[config.mk]
export PLATFORM = sky130hd
export DESIGN_NAME = pipe_hazard_ctrl
export DESIGN_NICKNAME = d
export VERILOG_FILES = /design/src/rtl/pipe_ctrl_pkg.sv /design/src/rtl/load_use_detect.sv /design/src/rtl/pipe_hazard_ctrl.sv
export SDC_FILE = /design/constraint.sdc
export NUM_CORES = 1
export LEC_CHECK = 0
export CAP_MARGIN = 20
export CORE_MARGIN = 8
export CORE_UTILIZATION = 38
export CTS_CLUSTER_SIZE = 14
export DETAILED_ROUTE_END_ITERATION = 8
export PLACE_DENSITY = 0.76
export RECOVER_POWER = 25
export SLEW_MARGIN = 10
export SYNTH_ARGS = -nofsm -noshare
export SYNTH_HDL_FRONTEND = slang
export SYNTH_SLANG_ARGS = --single-unit
[constraint.sdc]
create_clock -name clk -period 1.6 [get_ports clk]
set_clock_uncertainty 0.05 [all_clocks]
set_input_delay 0.16 -clock clk [delete_from_list [all_inputs] [get_ports clk]]
set_output_delay 0.16 -clock clk [all_outputs]
set_load 0.1 [all_outputs]
[src/rtl/pipe_ctrl_pkg.sv]
// Shared definitions for the pipeline hazard controller: FSM states and flush-length range.
// No logic of its own; used at elaboration by pipe_hazard_ctrl.
// Optional perf counters in the top are enabled by PIPE_HAZARD_PERF_CNT_EN.
package pipe_ctrl_pkg;

   typedef enum logic [1:0] {
      RUN        = 2'd0,
      LOAD_STALL = 2'd1,
      FLUSH      = 2'd2,
      MEM_WAIT   = 2'd3
   } state_e;

   localparam int FLUSH_CYCLES_MIN = 1;
   localparam int FLUSH_CYCLES_MAX = 3;
   localparam int FLUSH_CNT_W      = 2;

   // Counter value loaded on a taken branch; out-of-range requests are clamped
   // so the counter can never be loaded with a value it cannot hold.
   function automatic logic [FLUSH_CNT_W-1:0] flush_reload(input int cycles);
      int c;
      c = cycles;
      if (c < FLUSH_CYCLES_MIN) c = FLUSH_CYCLES_MIN;
      if (c > FLUSH_CYCLES_MAX) c = FLUSH_CYCLES_MAX;
      return FLUSH_CNT_W'(c - 1);
   endfunction

endpackage

[src/rtl/load_use_detect.sv]
// Load-use hazard comparator: ID/EX load destination vs IF/ID source registers.
// Purely combinational, zero-cycle latency.
// No backpressure; the hit is consumed by the hazard FSM.
module load_use_detect #(
   parameter int REG_ADDR_W = 5
) (
   input  logic                  id_ex_memread,
   input  logic [REG_ADDR_W-1:0] id_ex_rd,
   input  logic [REG_ADDR_W-1:0] if_id_rs1,
   input  logic [REG_ADDR_W-1:0] if_id_rs2,
   output logic                  hit
);

   // Register 0 is hardwired, so a load targeting it can never create a dependency.
   always_comb begin
      hit = id_ex_memread && (id_ex_rd != '0) &&
            ((id_ex_rd == if_id_rs1) || (id_ex_rd == if_id_rs2));
   end

endmodule

[src/rtl/pipe_hazard_ctrl.sv]
// Pipeline hazard controller: load-use stall, branch flush, data-memory wait.
// Outputs are combinational from state and inputs (zero-cycle latency).
// dmem_ready=0 freezes the whole pipe; PIPE_HAZARD_PERF_CNT_EN adds stall/flush counters.
module pipe_hazard_ctrl
   import pipe_ctrl_pkg::*;
#(
   parameter int REG_ADDR_W   = 5,
   parameter int FLUSH_CYCLES = 1
) (
   input  logic                  clk,
   input  logic                  arst,
   input  logic                  id_ex_memread,
   input  logic [REG_ADDR_W-1:0] id_ex_rd,
   input  logic [REG_ADDR_W-1:0] if_id_rs1,
   input  logic [REG_ADDR_W-1:0] if_id_rs2,
   input  logic                  branch_taken,
   input  logic                  dmem_ready,
   output logic                  pc_en,
   output logic                  if_id_hazard,
   output logic                  if_id_flush,
   output logic                  id_ex_bubble,
   output logic                  pipe_en
`ifdef PIPE_HAZARD_PERF_CNT_EN
   ,
   output logic [31:0]           stall_cnt,
   output logic [31:0]           flush_cnt
`endif
);

   localparam logic [FLUSH_CNT_W-1:0] RELOAD = flush_reload(FLUSH_CYCLES);

   state_e                 state_q, state_d;
   logic [FLUSH_CNT_W-1:0] cnt_q, cnt_d;
   logic                   lu_hit;

   load_use_detect #(
      .REG_ADDR_W(REG_ADDR_W)
   ) u_lud (
      .id_ex_memread(id_ex_memread),
      .id_ex_rd     (id_ex_rd),
      .if_id_rs1    (if_id_rs1),
      .if_id_rs2    (if_id_rs2),
      .hit          (lu_hit)
   );

   // State and remaining-flush counter; reset abandons any flush or memory wait.
   always_ff @(posedge clk or posedge arst) begin
      if (arst) begin
         state_q <= RUN;
         cnt_q   <= '0;
      end else begin
         state_q <= state_d;
         cnt_q   <= cnt_d;
      end
   end

   // Next state and control outputs; memory wait beats branch beats load-use.
   always_comb begin
      pc_en        = 1'b1;
      pipe_en      = 1'b1;
      if_id_hazard = 1'b0;
      if_id_flush  = 1'b0;
      id_ex_bubble = 1'b0;
      state_d      = state_q;
      cnt_d        = cnt_q;

      if (!dmem_ready) begin
         // Whole pipe frozen; flush counter keeps its value so a flush resumes afterwards.
         pc_en        = 1'b0;
         pipe_en      = 1'b0;
         if_id_hazard = 1'b1;
         state_d      = MEM_WAIT;
      end else if (branch_taken) begin
         if_id_flush  = 1'b1;
         id_ex_bubble = 1'b1;
         cnt_d        = RELOAD;
         state_d      = (RELOAD != '0) ? FLUSH : RUN;
      end else begin
         case (state_q)
            FLUSH: begin
               if_id_flush  = 1'b1;
               id_ex_bubble = 1'b1;
               cnt_d        = (cnt_q != '0) ? cnt_q - 1'b1 : '0;
               state_d      = (cnt_q <= 1) ? RUN : FLUSH;
            end
            MEM_WAIT: begin
               // A non-zero counter means the wait interrupted a flush: finish it first.
               if (cnt_q != '0) begin
                  if_id_flush  = 1'b1;
                  id_ex_bubble = 1'b1;
                  cnt_d        = cnt_q - 1'b1;
                  state_d      = (cnt_q == 1) ? RUN : FLUSH;
               end else if (lu_hit) begin
                  pc_en        = 1'b0;
                  if_id_hazard = 1'b1;
                  id_ex_bubble = 1'b1;
                  state_d      = LOAD_STALL;
               end else begin
                  state_d = RUN;
               end
            end
            LOAD_STALL: begin
               // The stalled load has advanced; the comparator still sees stale
               // operands this cycle, so it is deliberately ignored.
               state_d = RUN;
            end
            default: begin
               if (lu_hit) begin
                  pc_en        = 1'b0;
                  if_id_hazard = 1'b1;
                  id_ex_bubble = 1'b1;
                  state_d      = LOAD_STALL;
               end
            end
         endcase
      end

      if (arst) begin
         pc_en        = 1'b0;
         pipe_en      = 1'b0;
         if_id_hazard = 1'b0;
         if_id_flush  = 1'b0;
         id_ex_bubble = 1'b0;
      end
   end

`ifdef PIPE_HAZARD_PERF_CNT_EN
   logic [31:0] stall_cnt_q;
   logic [31:0] flush_cnt_q;

   // Free-running event counters; both wrap naturally at 2^32.
   always_ff @(posedge clk or posedge arst) begin
      if (arst) begin
         stall_cnt_q <= '0;
         flush_cnt_q <= '0;
      end else begin
         if (!pc_en)      stall_cnt_q <= stall_cnt_q + 32'd1;
         if (if_id_flush) flush_cnt_q <= flush_cnt_q + 32'd1;
      end
   end

   assign stall_cnt = stall_cnt_q;
   assign flush_cnt = flush_cnt_q;
`endif

endmodule

==> out/results.md <==
| Metric | Reported |
| --- | --- |
| Result of the run | finished, violations left |
| Violated checks | negative setup slack |
| Warning count from the yosys run | 0 |
| Critical Path Sink Type | output port |
| Kind of path behind the tightest hold check | primary input to async pin |
| Worst EP arrival | 1.69 ns |
| Dpl hpwl | 1540 um |
| Area growth from synthesis to layout | 119% |
| Root Driver | clkbuf_4 |
| Average routed wire per standard cell | 17.4 um |
| Crit path setup slack, layout | -0.299 ns |
| Global-route wire length before repair | 3380 um |
| Number of H-tree levels | 1 |
| Fraction of the yosys area taken by sequential cells | 19.7% |
| Synthesized netlist cell count | 63 |
| CTS clock-pin slew for the worst setup and hold paths | 0.05 ns |
| Final Slew Violations | 0 |
| Largest family of logic cells by synthesized area | compound AO/OA/AOI/OAI gates |
| Post-detailed-placement cell area | 997 um^2 |
| Stage delay of the slowest cell on the critical path | 0.44 ns |
| Transition time at the pin with the least slew margin | 0.300 ns |
| Largest buffer count on any clock path | 2 |
| Flop2flop setup slack | -0.12 ns |
| Simple-gate area share of the yosys netlist | 23.6% |
| Commonest non-fill, non-tap cell in the layout | buf_4 |
| Number of synthesized register bits | 4 |
| R2R Path End | state_q[0]$_DFFE_PP0P_ |
| Initial DRC count | 7 |
| Highest-utilization routing layer at the global route stage | met2 |
| Num Clock Sinks | 4 |
| Kind of critical path | flip-flop to output port |
| Post-route total power | 0.610 mW |
| Origin of the critical flop-to-flop path | state_q[0]$_DFFE_PP0P_ |
| Logic depth of the worst setup path including buffers | 5 |
| Final setup violation count | 6 |
| Leakage power | 0.514 nW |
| DRT Wirelength | 2150 um |
| Mean post-synth cell area | 8.06 um^2 |
| Compound-gate portion of the synthesized area | 23.9% |
| Cells on worst reg2reg path | 7 |
| DRC violation count after routing | 0 |
| Std-Cell Rows | 13 |
| Vias per cell | 5.51 |
| Initial antenna violation count | 0 |
| Met2 Use GR | 30.0% |
| Share of the synthesized netlist area taken by xor and xnor gates | 17.2% |
| Tightest slew margin relative to the limit | 80.0% |
| Final period util | 119% |
| Global-route congestion overflow total | 0 |
| Global Route Usage Sum | 16.8% |
| Crit path capture | id_ex_bubble |
| Hold_ws | 0.376 ns |
| Core area | 1270 um^2 |
| Clock tree from TritonCTS | built |
| Largest delay contributor family on the critical path | compound AO/OA/AOI/OAI gates |
| Multiplexer share of the synthesized area | 1.97% |
| Worst Path Buf+Inv | 3 |
| Startpoint Class | flip-flop |
| Commonest non-fill, non-tap cells in the layout | buf_4 (19), xor2_1 (10), nor2_1 (6), dlygate4sd2_1 (6), buf_12 (5) |
| Ant. Diodes | 0 |
| Number of buffers inserted for hold repair after clock tree synthesis | 0 |
| Global-route met3 utilization | 7.67% |
| Routed via count | 683 |
| Peak supply drop | 0.399 mV |
| Share of synthesized cell area in full adder, half adder and majority cells | 9.85% |
| Height of the die | 52.6 um |
| Maximum number of pins on one net before global-route repair | 10 |
| Die outline width | 52.6 um |
| Antenna Violating Nets Remaining | 0 |
| Req. time, crit path | 1.39 ns |
| Share of layout cells above drive strength 1 | 53.2% |
| Final Hold Viols | 0 |
| Final instance area | 1110 um^2 |
| Critical-path top delay cell | dfrtp_2 |
| Post-Synthesis Cell Area | 508 um^2 |
| Distinct cells, synth | 28 |
| TritonRoute pass-1 iters | 3 |
| Synthesized Nets | 87 |
| Setup repair after global routing missed its margin | true |
| Worst path cell trace | buf_4 > buf_4 > a2111o_1 > o211a_4 > buf_12 |
| # port buffers | 24 |
| Total Negative Setup Slacks | -1.09 ns |
| Period minus WS final | 1.90 ns |
| Initial standard-cell utilization of the core | 40.0% |
| Top fanout value on the critical path | 3 |
| Filler instances | 58 |
| Highest Clock Rate | 527 MHz |
| Reported max-cap violation count | 0 |
| Most frequent cell on the critical path | buf_4 |
| Power density relative to cell area | 547 nW/um^2 |
| Met1 Usage GRT | 16.1% |
| Number of buffers added by the clock tree synthesis step | 3 |
| Weighted congestion reported at the end of routability-driven placement | 0.821 |
| Vias in the first global route | 733 |
| Worst-skew pair later-pin latency | 0.26 ns |
| Number of placed I/O pins | 25 |
| Number of nets at the end of the flow | 135 |
| Die area | 2760 um^2 |
| Critical path startpoint | state_q[0]$_DFFE_PP0P_ |
-- final cells by class --
cell class              count  area [um^2]  share of cell area (%)
clock buffers               3         22.5                    2.02
inverters                   4         15.0                    1.35
flip-flops and latches      4          103                    9.20
well taps                  15         18.8                    1.68
repair buffers             44          432                    38.7
multi-input cells          54          524                    47.0
-- sequential cells by signal, summed over array words and instances, names as in the netlist --
name	count
cnt_q	2
state_q	2
-- per-stage QoR --
stage / setup slack [ns] / instances / util [%]
after floorplan: -0.183 / 63 / -
after global placement: -0.473 / 116 / 78.6
after detailed placement: -0.579 / 116 / 78.6
after CTS: -0.377 / 124 / 85.1
after global routing: -0.328 / 124 / 87.9
final: -0.299 / 124 / 87.9
-- cells in the mapped netlist (all sizes together) --
library cell | count | area, um^2
nor3 | 5 | 35.0
o41a | 1 | 11.3
inv | 4 | 15.0
a22oi | 1 | 7.51
o41ai | 1 | 8.76
clkbuf | 1 | 3.75
a21oi | 3 | 15.0
nor2b | 1 | 6.26
mux2i | 1 | 10.0
and3 | 1 | 6.26
or4 | 1 | 7.51
o22ai | 1 | 6.26
a21boi | 1 | 7.51
o21ai | 4 | 23.8
o211a | 1 | 10.0
xor2 | 10 | 87.6
nand2 | 1 | 3.75
nand3b | 1 | 7.51
dfrtp | 4 | 100
and2 | 1 | 6.26
nor2 | 12 | 47.6
ha | 4 | 50.1
o31ai | 1 | 12.5
a2111o | 1 | 11.3
o211ai | 1 | 7.51
-- worst min path at each step --
stage | slack [ns] | depth (start not counted) | start | end
after floorplan | -0.12 | 1 | arst | cnt_q[0]$_DFFE_PP0P_
after global routing | 0.39 | 3 | arst | state_q[0]$_DFFE_PP0P_
after global placement | 0.54 | 3 | arst | cnt_q[0]$_DFFE_PP0P_
after CTS | 0.27 | 3 | arst | state_q[0]$_DFFE_PP0P_
final | 0.38 | 3 | arst | state_q[0]$_DFFE_PP0P_
after detailed placement | 0.54 | 3 | arst | cnt_q[0]$_DFFE_PP0P_
-- tightest hold or removal path: stages --
cell,delay (ns)
dlygate4sd3_1,0.58
buf_4,0.16
inv_1,0.12
-- cell families after synthesis --
kind of cell,count (synthesis)
AO/OA/AOI/OAI,16
XOR/XNOR,10
adder cells (fa/ha/maj),4
buffers and inverters,5
flip-flops,4
multiplexers,1
AND/OR/NAND/NOR,23
-- routing by layer --
metal | share of wire [%] | vias to the layer above
met5 | 0 | -
met4 | 2.7 | 0
met3 | 7.9 | 8
met2 | 51 | 30
met1 | 38 | 325
li1 | - | 320
-- what timing repair did --
| action | CTS | global route |
|---|---|---|
| buffers inserted | 5 | 0 |
| cloned | 0 | 0 |
| gates resized for setup | 20 | 21 |
| endpoints found under the setup margin | 6 | 8 |
| pin swaps | 12 | 11 |
-- power by group --
group	internal, mW	leakage, nW	switching, mW	total [mW]
logic	0.167	0.451	0.188	0.356
clock network	0.0848	0.0138	0.0548	0.140
registers	0.107	0.0487	0.00757	0.115
(Power assumes the default switching activity.)
